==> src/rtl/seg_scan_controller.sv <==
// Multiplexed hex display scanner: drives one shared nibble decoder and DIGITS common-anode digits.
// New score values wait in a staging register and are only applied at a frame boundary.
module seg_scan_controller #(
  parameter int DIGITS       = 8,
  parameter int SLOT_CYCLES  = 50000,
  parameter int GUARD_CYCLES = 4,
  parameter int BLANK_LZ     = 1
) (
  input  logic                  clk,
  input  logic                  rst,
  input  logic [4*DIGITS-1:0]   value_in,
  input  logic [DIGITS-1:0]     point_in,
  input  logic                  value_load,
  input  logic                  enable,
  output logic [3:0]            hex_out,
  input  logic [7:0]            seg_from_dec,
  output logic [7:0]            seg_out,
  output logic [DIGITS-1:0]     an_out,
  output logic                  pending,
  output logic                  frame_done
);

  localparam int CW = (SLOT_CYCLES > 1) ? $clog2(SLOT_CYCLES) : 1;
  localparam int IW = (DIGITS > 1) ? $clog2(DIGITS) : 1;
  localparam logic [CW-1:0] CntLast  = CW'(SLOT_CYCLES - 1);
  localparam logic [CW-1:0] GuardEnd = CW'(GUARD_CYCLES);
  localparam logic [IW-1:0] IdxLast  = IW'(DIGITS - 1);

  logic [CW-1:0]         cnt_q, cnt_d;
  logic [IW-1:0]         idx_q, idx_d;
  logic [4*DIGITS-1:0]   shadowVal_q, shadowVal_d;
  logic [DIGITS-1:0]     shadowPt_q, shadowPt_d;
  logic [4*DIGITS-1:0]   stageVal_q, stageVal_d;
  logic [DIGITS-1:0]     stagePt_q, stagePt_d;
  logic                  pending_q, pending_d;
  logic                  frameDone_q, frameDone_d;
  logic [DIGITS-1:0]     an_q, an_d;
  logic [7:0]            seg_q, seg_d;

  logic                  cntWrap;
  logic                  boundary;
  logic                  upperZero;
  logic                  blankDigit;
  logic                  litDigit;
  logic                  curPoint;
  logic [DIGITS-1:0]     anOneHot;
  logic                  unusedDecBit;

  // The decoder always drives bit 7 high; the point comes from our own register instead.
  assign unusedDecBit = seg_from_dec[7];

  assign cntWrap  = (cnt_q == CntLast);
  assign boundary = cntWrap && (idx_q == IdxLast);
  assign hex_out  = shadowVal_q[{idx_q, 2'b00} +: 4];
  assign curPoint = shadowPt_q[idx_q];

  always_comb begin
    cnt_d = cntWrap ? '0 : cnt_q + CW'(1);
    idx_d = idx_q;
    if (cntWrap) begin
      idx_d = (idx_q == IdxLast) ? '0 : idx_q + IW'(1);
    end

    shadowVal_d = shadowVal_q;
    shadowPt_d  = shadowPt_q;
    stageVal_d  = stageVal_q;
    stagePt_d   = stagePt_q;
    pending_d   = pending_q;
    frameDone_d = boundary && pending_q;
    if (boundary && pending_q) begin
      shadowVal_d = stageVal_q;
      shadowPt_d  = stagePt_q;
      pending_d   = 1'b0;
    end
    // A load on the boundary cycle lands in staging after the old staging has moved on.
    if (value_load) begin
      stageVal_d = value_in;
      stagePt_d  = point_in;
      pending_d  = 1'b1;
    end
  end

  always_comb begin
    upperZero = 1'b1;
    for (int i = 0; i < DIGITS; i++) begin
      if ((i >= int'(idx_q)) && (shadowVal_q[4*i +: 4] != 4'd0)) begin
        upperZero = 1'b0;
      end
    end
    blankDigit = (BLANK_LZ != 0) && (idx_q != '0) && upperZero && !curPoint;
    litDigit   = enable && (cnt_q >= GuardEnd) && !blankDigit;

    anOneHot        = '0;
    anOneHot[idx_q] = 1'b1;
    an_d  = litDigit ? ~anOneHot : '1;
    seg_d = litDigit ? {~curPoint, seg_from_dec[6:0]} : 8'hFF;
  end

  always_ff @(posedge clk) begin
    if (rst) begin
      cnt_q       <= '0;
      idx_q       <= '0;
      shadowVal_q <= '0;
      shadowPt_q  <= '0;
      stageVal_q  <= '0;
      stagePt_q   <= '0;
      pending_q   <= 1'b0;
      frameDone_q <= 1'b0;
      an_q        <= '1;
      seg_q       <= 8'hFF;
    end else begin
      cnt_q       <= cnt_d;
      idx_q       <= idx_d;
      shadowVal_q <= shadowVal_d;
      shadowPt_q  <= shadowPt_d;
      stageVal_q  <= stageVal_d;
      stagePt_q   <= stagePt_d;
      pending_q   <= pending_d;
      frameDone_q <= frameDone_d;
      an_q        <= an_d;
      seg_q       <= seg_d;
    end
  end

  assign an_out     = an_q;
  assign seg_out    = seg_q;
  assign pending    = pending_q;
  assign frame_done = frameDone_q;

endmodule

==> config.mk <==
export PLATFORM = sky130hd
export DESIGN_NAME = seg_scan_controller
export DESIGN_NICKNAME = d
export VERILOG_FILES = /design/src/rtl/seg_scan_controller.sv
export SDC_FILE = /design/constraint.sdc
export NUM_CORES = 1
export LEC_CHECK = 0
export CAP_MARGIN = 0
export CELL_PAD_IN_SITES_DETAIL_PLACEMENT = 1
export CELL_PAD_IN_SITES_GLOBAL_PLACEMENT = 2
export CORE_MARGIN = 2
export CORE_UTILIZATION = 36
export DETAILED_ROUTE_END_ITERATION = 8
export GPL_ROUTABILITY_DRIVEN = 0
export PLACE_DENSITY = 0.92
export SLEW_MARGIN = 5
export SYNTH_ARGS = -nofsm -noshare
export SYNTH_HDL_FRONTEND = slang
export SYNTH_SLANG_ARGS = --single-unit
==> constraint.sdc <==
create_clock -name clk -period 3.5 [get_ports clk]
set_input_delay 1.05 -clock clk [delete_from_list [all_inputs] [get_ports clk]]
set_output_delay 1.05 -clock clk [all_outputs]
set_load 0.02 [all_outputs]
**Word level (Yosys, flattened, before mapping)**

Index checks and enable logic that the tools add are counted.

- $add $sub $neg: 2
- Muxes and demuxes: 15
- Reductions and logical operators: 28
- Order comparisons: 10
- Shifts and indexed selects: 1
- Bitwise logic cells: 3
- Equal/unequal tests: 2

Operators by type and width:

| cell | count |
|---|---|
| 4-bit nonzero test | 8 |
| 32-bit by 6-bit variable part select with 4-bit output | 1 |
| 16-bit by 1-bit adder with 16-bit output (second input constant) | 1 |
| 16-bit == test (second input constant) | 1 |
| 16-bit by 3-bit >= comparator with 1-bit output (second input constant) | 1 |
| 1-bit logical AND | 14 |
| 1-bit two-way mux | 12 |
| 3-bit >= comparator (first input constant) | 3 |
| 8-bit NOT | 1 |
| 1-bit by 3-bit >= comparator with 1-bit output (first input constant) | 2 |
| 2-bit by 3-bit >= comparator with 1-bit output (first input constant) | 2 |
| 3-bit by 4-bit less-than comparator with 1-bit output (second input constant) | 1 |
| 2-bit OR reduction | 2 |
| 3-bit by 1-bit adder with 3-bit output (second input constant) | 1 |
| 1-bit binary-select mux with 3-bit select | 1 |
| 1-bit demux with 3-bit select | 1 |
| 3-bit == test (second input constant) | 1 |
| 3-bit by 1-bit >= comparator with 1-bit output (second input constant) | 1 |
| 3-bit two-way mux | 1 |
| 3-bit nonzero test | 1 |
| 1-bit zero test | 2 |
| 1-bit NOT | 2 |
| 2-bit nonzero test | 1 |

- Register bits: 117
- Output and inout bits: 22
- Input port bits: 52

**Depth between registers and ports, before layout**

Gate-level depths: netlist of run 1.

- Word-level depth: 16
- Gate-level depth with buffers: 8
- Mapped depth without buffers: 6

**Least setup slack after synthesis of run 1**

OpenSTA, ideal clock, no wires.

- Kind: reg2out
- Start point: register idx_q[1]
- End point: output port hex_out[1]
- Setup slack: 735 ps
- Path buffers: 2
- Cell stages (with the launch flop): 5
- Arrival: 1,715 ps
- Cell sequence: dfxtp_1 clkbuf_1 buf_1 mux4_2 mux2_2

- Word-level cells in the longest chain between the ends: 1

Ends and longest elaborated chain:

| element | RTL line | source |
|---|---|---|
| start, declared | 30 | `logic [IW-1:0] idx_q, idx_d;` |
| start signal, assigned | 113 | `idx_q <= idx_d;` |
| 32-bit by 6-bit variable part select with 4-bit output | 54 | `assign hex_out = shadowVal_q[{idx_q, 2'b00} +: 4];` |
| end, declared | 15 | `output logic [3:0] hex_out,` |

No other way between the ends.

**Final worst setup path of run 1**

Ends and elaborated chain as after synthesis.

==> out/summary.md, run 1 <==
Setup violations remaining at the end of the flow were counted as 0. The number of global-route vias before repair came out at 4,501. Measured along the y axis, the die boundary spans 123 um. The highest net fanout along the worst path is 14.

The most used flip-flop cell after synthesis is dfxtp_1. In this run the tightest slew margin relative to its limit is 34.8%. The post-route fraction of the period consumed by the critical path is 97.0%.

The share of synthesized flip-flops with an asynchronous set or reset is 0%. The number of hold violations in the final report is 0, and the depth of the worst register-to-register path is 5. The die covers 15,100 sq um. The analysis attributes to cell leakage a power of 2.33 nW. The most frequently used cell type in the post-synthesis netlist is dfxtp_1. Synthesis produced 549 cells. For this run, the number of Yosys warnings is 0.

Counting every sink on the clock net gives 117. The number of pins with negative max-slew slack in the final report was 0; the slack of the critical path was 106 ps. Max-cap violations in this run came to 0. TritonCTS built the clock tree. Root buffer selected by CTS: clkbuf_16.

The run finished with clean final reports. The biggest area contributor in the post-synthesis netlist is dfxtp_1. In this run the most critical hold path is launched from shadowPt_q[0].

The setup path with the least slack is of type reg2out. Dividing the synthesized area by the synthesized cell count gives 9.29 sq um. IR analysis of the VDD net gives a maximum drop of 0.000352 V. In this run the critical register-to-register path is launched from cnt_q[0]. The setup TNS is 0 ps, and the arrival time at the worst endpoint is 2340 ps. Total wire length after detailed routing: 14,200 um. The finished cells cover 6460 sq um.

In the post-synthesis netlist, the biggest area contributors are dfxtp_1 46%, mux2i_1 8.6%, nand4_1 5.6%. In this run, the number of DRC markers left after iteration 0 of detailed routing was 163. The post-synthesis to final-layout area growth is 26.6%. The post-synthesis instance area is 5100 sq um. For this design the top-level I/O count stands at 74. The power density over cell area is 482 nW/um^2, and the count of standard-cell rows is 43. Prior to clock tree synthesis, the placed netlist has a worst setup slack of 352 ps.

The synthesized design contains 0 enable-type register cells. The number of buffers added by the clock tree synthesis step came out at 17. The wire length per cell was 18.0 um; the overall overflow remaining after global route was 0. The tools report the global router's overall resource usage as 19.9%.

At the later pin of the worst-skew pair, clock insertion delay measures 420 ps. The logs give 13,900 sq um for the area of the placeable core and 0 for the number of antenna cells inserted. In the routed layout, each cell is associated on average with a via count of 5.58.

Data on the critical path is required at its endpoint by 2450 ps. HPWL after detailed placement: 9470 um. The initial utilization of the core area, before any placement, comes to 36.7%. The endpoint identified for the worst register-to-register timing path is shadowVal_q[15]. The clock skew was 15.6 ps. STA classifies the critical path startpoint as a flip-flop.

The commonest cells after synthesis are 117 x dfxtp_1, 67 x nor2_1, 48 x a21oi_1, 46 x nand4_1, 44 x mux2i_1. The die is 123 um wide. For the finished layout, the period the worst path requires is 3390 ps.

Maximum clock insertion buffer count: 2. The share of post-route cells with drive strength above 1 works out to 10.3%. The most critical setup path has its startpoint at idx_q[1].

The first global-routing pass estimated 23,200 um of wire. Port buffering added 72 buffers. The residual antenna-violating net count after detailed routing is 0. Overall via count from detail_route: 4,406.

Worst min-delay path class: reg2reg. The count of nets after finishing was 658. The number of antenna violations at the first check in global routing was 0; the final standard cell count with taps included and fillers excluded was 789.

Clock-pin slew was measured on the worst setup and hold paths at 50 ps. The most critical setup path has its endpoint at hex_out[1]. The largest net degree at the start of global routing was 68. For this run, the share of the core covered by cells in the final layout is 46.5%. Yosys mapped the design onto 47 distinct sky130hd cell types.

The fraction of post-synthesis cell area in the top cell type by area works out to 45.9%. Post-synthesis sequential element count: 117. STA classifies the critical path endpoint as an output pin.

The first detailed-routing pass took 4 iterations. After clock tree synthesis, the setup repair step added 0 buffers. CTS built an H-tree with a depth of 4.

For the pin with the worst max-slew slack, the measured transition is 972 ps. The number of placed cells counting well taps is 761. Synthesis produced a netlist with a net count of 607.

The share of the Yosys chip area taken by registers is 45.9%. After detailed placement, the total cell area comes to 5920 sq um. The DRC violation count after routing is 0, and the slack of the worst reg-to-reg path is 990 ps. Setup repair after global routing left no endpoint under its margin.

Static timing analysis puts the maximum clock frequency at 295 MHz.
==> layout by cell type (no fill, tap or decap), types with 2 or more instances in the layout <==
master / netlist / final
a21oi_1: 48 / 48
nor3_1: 16 / 16
nand2_1: 8 / 8
mux2i_1: 44 / 44
mux4_2: 4 / 4
nor2b_1: 2 / 2
a31oi_1: 4 / 4
clkbuf_16: 0 / 17
or4_4: 2 / 2
buf_4: 0 / 11
o31ai_2: 5 / 5
buf_12: 0 / 2
ha_1: 6 / 6
nand3_1: 9 / 9
o2111ai_1: 3 / 3
or4_1: 6 / 6
nand2b_1: 2 / 2
mux2_2: 4 / 4
clkinv_2: 0 / 6
or3_1: 3 / 3
dfxtp_2: 0 / 3
clkbuf_1: 39 / 2
o211ai_1: 6 / 6
nor2_1: 67 / 67
nand4_1: 46 / 46
inv_1: 10 / 10
clkdlybuf4s50_1: 0 / 70
buf_2: 1 / 2
clkbuf_8: 0 / 3
dfxtp_1: 117 / 114
nor4_1: 6 / 6
o31ai_1: 36 / 36
xnor2_1: 13 / 13
o21ai_0: 11 / 11
==> stage by stage <==
stage / hold slack, ps / power (mW)
floorplan: 439 / 1.49
global placement: 453 / 1.56
detailed placement: 463 / 1.57
CTS: 470 / 3.15
global route: 484 / 3.22
finish: 467 / 3.11
==> flip-flops by register name (all words and copies together), names as in the netlist <==
| name | flops |
|---|---|
| stageVal_q | 32 |
| shadowPt_q | 8 |
| seg_out | 8 |
| cnt_q | 16 |
| frame_done | 1 |
| an_out | 8 |
| idx_q | 3 |
| shadowVal_q | 32 |
| stagePt_q | 8 |
| pending | 1 |
==> area by class of cell <==
cell class	instances	area, sq um
inverters	12	46.3
fillers	1578	7420
well taps	180	225
repair buffers	85	833
flip-flops and latches	117	2350
multi-input cells	367	2480
clock inverters	6	55.1
clock buffers	22	474
==> how the worst min path moves through the flow <==
stage,end,slack [ps],cells past startpoint
after floorplan,shadowVal_q[2],440,2
after global placement,shadowPt_q[5],450,2
after detailed placement,shadowPt_q[0],460,2
after CTS,shadowPt_q[0],470,2
after global routing,shadowVal_q[1],480,2
final,shadowPt_q[0],470,2
==> what timing repair did <==
action / in CTS / in global routing
endpoints found under the setup margin: 4 / 4
hold buffers: 0 / 0
gates resized for setup: 2 / 2
pin swaps: 0 / 0
==> critical path: stages (launching register included) <==
cell and delay (ps):
dfxtp_2 470, buf_4 270, mux4_2 330, mux2_2 310
clkdlybuf4s50_1 540
==> kinds of logic (layout without fill, tap and decap cells) <==
kind of cell	count (synthesis)	after routing	share of synthesized area, %
AO/OA/AOI/OAI	123	123	15.8
XOR/XNOR	14	14	2.40
AND/OR/NAND/NOR	172	172	17.6
adder cells (fa/ha/maj)	6	6	1.47
flip-flops	117	117	45.9
multiplexers	52	52	11.3
buffers and inverters	65	125	5.54
==> where the power goes <==
group          internal, mW  switching [mW]
Clock                  1.01           0.563
Combinational        0.0878          0.0687
Sequential             1.37          0.0209
Total                  2.46           0.653
==> routing by layer <==
layer / up-vias / part of all wire (%) / track usage, %
li1: 2124 / - / -
met3: 24 / 4.9 / 4.98
met2: 101 / 49 / 33.1
met5: - / 0 / 0
met4: 0 / 2.1 / 8.95
met1: 2157 / 44 / 24.2
No activity file was read; power rests on OpenSTA's default activity.
==> run 2, diff against run 1 <==
--- a/config.mk
+++ b/config.mk
@@ -10,6 +10,7 @@
 export CELL_PAD_IN_SITES_GLOBAL_PLACEMENT = 2
 export CORE_MARGIN = 2
 export CORE_UTILIZATION = 36
+export CTS_CLUSTER_DIAMETER = 200
 export DETAILED_ROUTE_END_ITERATION = 8
 export GPL_ROUTABILITY_DRIVEN = 0
 export PLACE_DENSITY = 0.92
==> results of run 2 <==
No change in the layout: final DEF, timing and power equal those of run 1.
==> run 3, diff against run 2 <==
--- a/config.mk
+++ b/config.mk
@@ -5,15 +5,16 @@
 export SDC_FILE = /design/constraint.sdc
 export NUM_CORES = 1
 export LEC_CHECK = 0
+export ABC_AREA = 1
 export CAP_MARGIN = 0
 export CELL_PAD_IN_SITES_DETAIL_PLACEMENT = 1
 export CELL_PAD_IN_SITES_GLOBAL_PLACEMENT = 2
 export CORE_MARGIN = 2
-export CORE_UTILIZATION = 36
+export CORE_UTILIZATION = 31
 export CTS_CLUSTER_DIAMETER = 200
 export DETAILED_ROUTE_END_ITERATION = 8
 export GPL_ROUTABILITY_DRIVEN = 0
-export PLACE_DENSITY = 0.92
+export PLACE_DENSITY = 0.88
 export SLEW_MARGIN = 5
 export SYNTH_ARGS = -nofsm -noshare
 export SYNTH_HDL_FRONTEND = slang
==> constraint.sdc (replaced) <==
create_clock -name clk -period 3.6 [get_ports clk]
set_input_delay 1.08 -clock clk [delete_from_list [all_inputs] [get_ports clk]]
set_output_delay 1.08 -clock clk [all_outputs]
set_load 0.02 [all_outputs]
==> out/summary.md, run 3 <==
Between clock sinks in the finished design, the worst skew comes to 11.3 ps. After synthesis the cells add up to 5190 sq um. For the clock sink total, the log shows 117. The worst register-to-register path has a depth of 5. In this run the worst hold path is classified as reg2reg. At the pin with the least slew margin, the transition time is 813 ps. The floorplan die height is 133 um.

For this run, asynchronously set or reset flops after synthesis account for 0%. TritonCTS built the clock tree. Fraction of post-synthesis cell area in the top cell type by area: 45.1%. Synthesis produced a netlist whose cell count is 723. Sorting the synthesized cells by area gives the leading types as dfxtp_1 45%, nor2_1 12%, nand2_1 10%. Summed over all nets, the half-perimeter wirelength after detailed placement is 9610 um. Summed over all failing endpoints, the final setup total negative slack is 0 ps. The number of setup buffers added after CTS is 0.

Yosys instantiated no cell more often than nor2_1. The clock insertion delay at the later pin of the skew report is 420 ps, and the effective utilization at floorplan is 31.5%. For the area of the placeable core, the log shows 16,500 sq um.

The average footprint of a synthesized cell came out at 7.18 sq um. The worst min-delay path startpoint was cnt_q[0]. The pre-antenna-repair detailed-routing pass consisted of 4 iterations.

For this run, the slowest stage of the critical path takes 570 ps. The final number of setup-violating endpoints is 0, and the number of antenna cells inserted is 0. After clock tree synthesis, the repair step resized 0 gates.

The data required time of the worst path is 2520 ps, and the number of buffers added by the clock tree synthesis step is 17. For the DRC violation count after routing, the log shows 0. In the final layout, the registers with the most flip-flops are shadowVal_q (32), stageVal_q (32), cnt_q (16). Leaving out fill and tap cells, the most frequent cell in the layout is nor2_1. After the last flow step, the layout net total stands at 844.

Slowest cell on the critical path: clkdlybuf4s50_1. In this run the number of cells on the critical path is 6. In this run the core area contains 47 standard-cell rows. The number of antenna violations at the first check in global routing is 0. The tools report the end of the worst register-to-register path as shadowVal_q[0].

The die covers 17,800 sq um. Pin placement for this block handled 74 I/O pins. The startpoint of the worst register-to-register path was idx_q[1]. The number of cells on the worst hold path works out to 1.

Summing the areas of all xor and xnor instances in the mapped netlist gives 0.675% of the synthesized area. The run gives 2320 ps as the arrival time at the worst endpoint. Headroom to the max-slew limit came out at 45.7%. The number of nets in the synthesized netlist is 781. The first global-routing pass estimated 22,700 um of wire.

Once detail routing completed, the nets flagged for antenna violations numbered 0. The largest delay contributor family on the critical path is buffers and inverters. The top cell types in the final layout, fill and taps aside, are 172 x nor2_1, 145 x nand2_1, 116 x dfxtp_1. The simple-gate portion of the synthesized area is 34.2%. Yosys printed 0 warnings. For the utilization of the core after routing, the log shows 39.9%. Walking the worst path, the cells encountered are inv_2, nand3_1, inv_1, a22oi_1, nand4_1, clkdlybuf4s50_1.

Power density over cell area: 481 nW/um^2. The commonest register cell after synthesis is dfxtp_1. For the global router's overall resource usage, the log shows 16.0%.

The slack of the worst reg-to-reg path was 1200 ps; the area share of fa/ha/maj cells after synthesis was 1.45%. The leakage power figure was 3.05 nW; the detailed router's first-iteration violation count was 170. Of all nets on the critical path, the largest fanout is 10. The tools report the hold-critical path endpoint as cnt_q[0]. The run gives 0 as the number of hold violations in the final report. Number of pins with negative max-slew slack in the final report: 0. The portion of netlist area occupied by mux cells works out to 0%. Relative to the synthesized area, the layout overhead comes to 26.6%. In the finished design, the share of the clock period the worst path needs comes to 94.4%.

The flow ran to the end, and the final reports show no timing, DRC or antenna violations. The setup path with the least slack is of type reg2out. Subtracting the final worst setup slack from the clock period gives 3400 ps.

The number of buffers added on ports was 72. Ranked by instance count, the synthesized netlist is headed by 172 x nor2_1, 145 x nand2_1, 117 x dfxtp_1, 76 x inv_1, 45 x o21ai_0. The largest family of logic cells by synthesized area is simple AND/OR/NAND/NOR gates.

Across all layers, the routed design uses 4,565 vias. The share of the yosys chip area belonging to registers is 45.1%. The tool flagged a number of max-cap violations equal to 0.

Critical path startpoint category: a flip-flop. The number of enable flip-flop cells after synthesis is 0. The root buffer selected by CTS was clkbuf_16. The synthesized netlist contains 32 unique library cells. The logs give 4,726 for the number of global-route vias before repair and 0.000355 V for the worst IR drop on VDD. The complex-gate fraction of the synthesized area was 7.86%; the H-tree depth reported by CTS was 4. Peak clock frequency supported by timing: 294 MHz. The largest net degree at the start of global routing is 67. STA classifies the critical path endpoint as an output pin. After clock tree synthesis, the clock-pin slew on the worst setup and hold paths is 50 ps. Measured along the x axis, the die boundary spans 133 um.

The post-synthesis sequential element count works out to 117. The clock passes through at most 2 buffers. Share of post-route cells with drive strength above 1: 11.0%. Dividing the detail-routed wire length by the instance count gives 13.1 um. Together, buffers and inverters on the worst path number 3. For the layout filler cell count, the log shows 2,048. The cell type contributing the most total cell area after synthesis is dfxtp_1. Setup repair after global routing left no endpoint under its margin. Global routing finished with a remaining overflow of 0. Dividing the detail-routed via count by the number of cells gives 4.48. After clock tree synthesis, the flow added hold-fix buffers numbering 0. The run gives 13,300 um as the total wire length after detailed routing.
-- run 3: changes by cell type after synthesis, moves of 12 or more --
cell,before,now
o21ai_0,11,45
inv_1,10,76
xnor2_1,13,0
nand4_1,46,4
clkbuf_1,39,12
nor2_2,0,31
mux2i_1,44,0
o31ai_1,36,0
nand2_1,8,145
a21oi_1,48,12
nor3_1,16,4
nand3_1,9,36
nor2_1,67,172
-- run 3: final cells by class --
cell class	count	area [sq um]	share of cell area (%)
repair buffers	75	756	11.5
well taps	220	275	4.19
flip-flops and latches	117	2340	35.7
inverters	84	318	4.84
multi-input cells	491	2290	34.9
clock inverters	9	101	1.54
clock buffers	22	484	7.37
-- run 3: how the worst max path moves through the flow --
stage | from | to | slack [ps]
floorplan | idx_q[1] | hex_out[1] | 1410
global placement | idx_q[0] | hex_out[3] | 650
detailed placement | idx_q[0] | hex_out[0] | 600
CTS | idx_q[0] | hex_out[0] | 150
global route | idx_q[1] | hex_out[0] | 90
finish | idx_q[1] | hex_out[1] | 200
-- run 3: power breakdown --
group / switching, mW / total [mW] / internal (mW) / leakage [nW]
clock: 0.581 / 1.66 / 1.08 / 0.292
combinational: 0.0702 / 0.146 / 0.0760 / 1.80
sequential: 0.0234 / 1.36 / 1.33 / 0.955
-- run 3: cell families (layout without fill, tap and decap cells) --
logic type | after synthesis | after routing
XOR/XNOR | 4 | 4
adder cells (fa/ha/maj) | 6 | 6
AND/OR/NAND/NOR | 407 | 407
flip-flops | 117 | 117
buffers and inverters | 115 | 190
AO/OA/AOI/OAI | 74 | 74
-- run 3: routing by layer --
metal  part of all wire [%]  track usage [%]
met5                      0                0
met4                    2.2             6.74
met3                    4.3             4.53
met2                     46             26.2
met1                     48             19.8
-- run 3: stage by stage --
step                power, mW  area [sq um]  setup WS, ps  hold slack [ps]  cells
floorplan                1.45          5190          1410              430    723
global placement         1.52          5980           652              443    987
detailed placement       1.53          5980           603              464    987
CTS                      3.20          6570           148              477   1018
global route             3.29          6570          89.7              504   1018
finish                   3.16          6570           202              474   1018
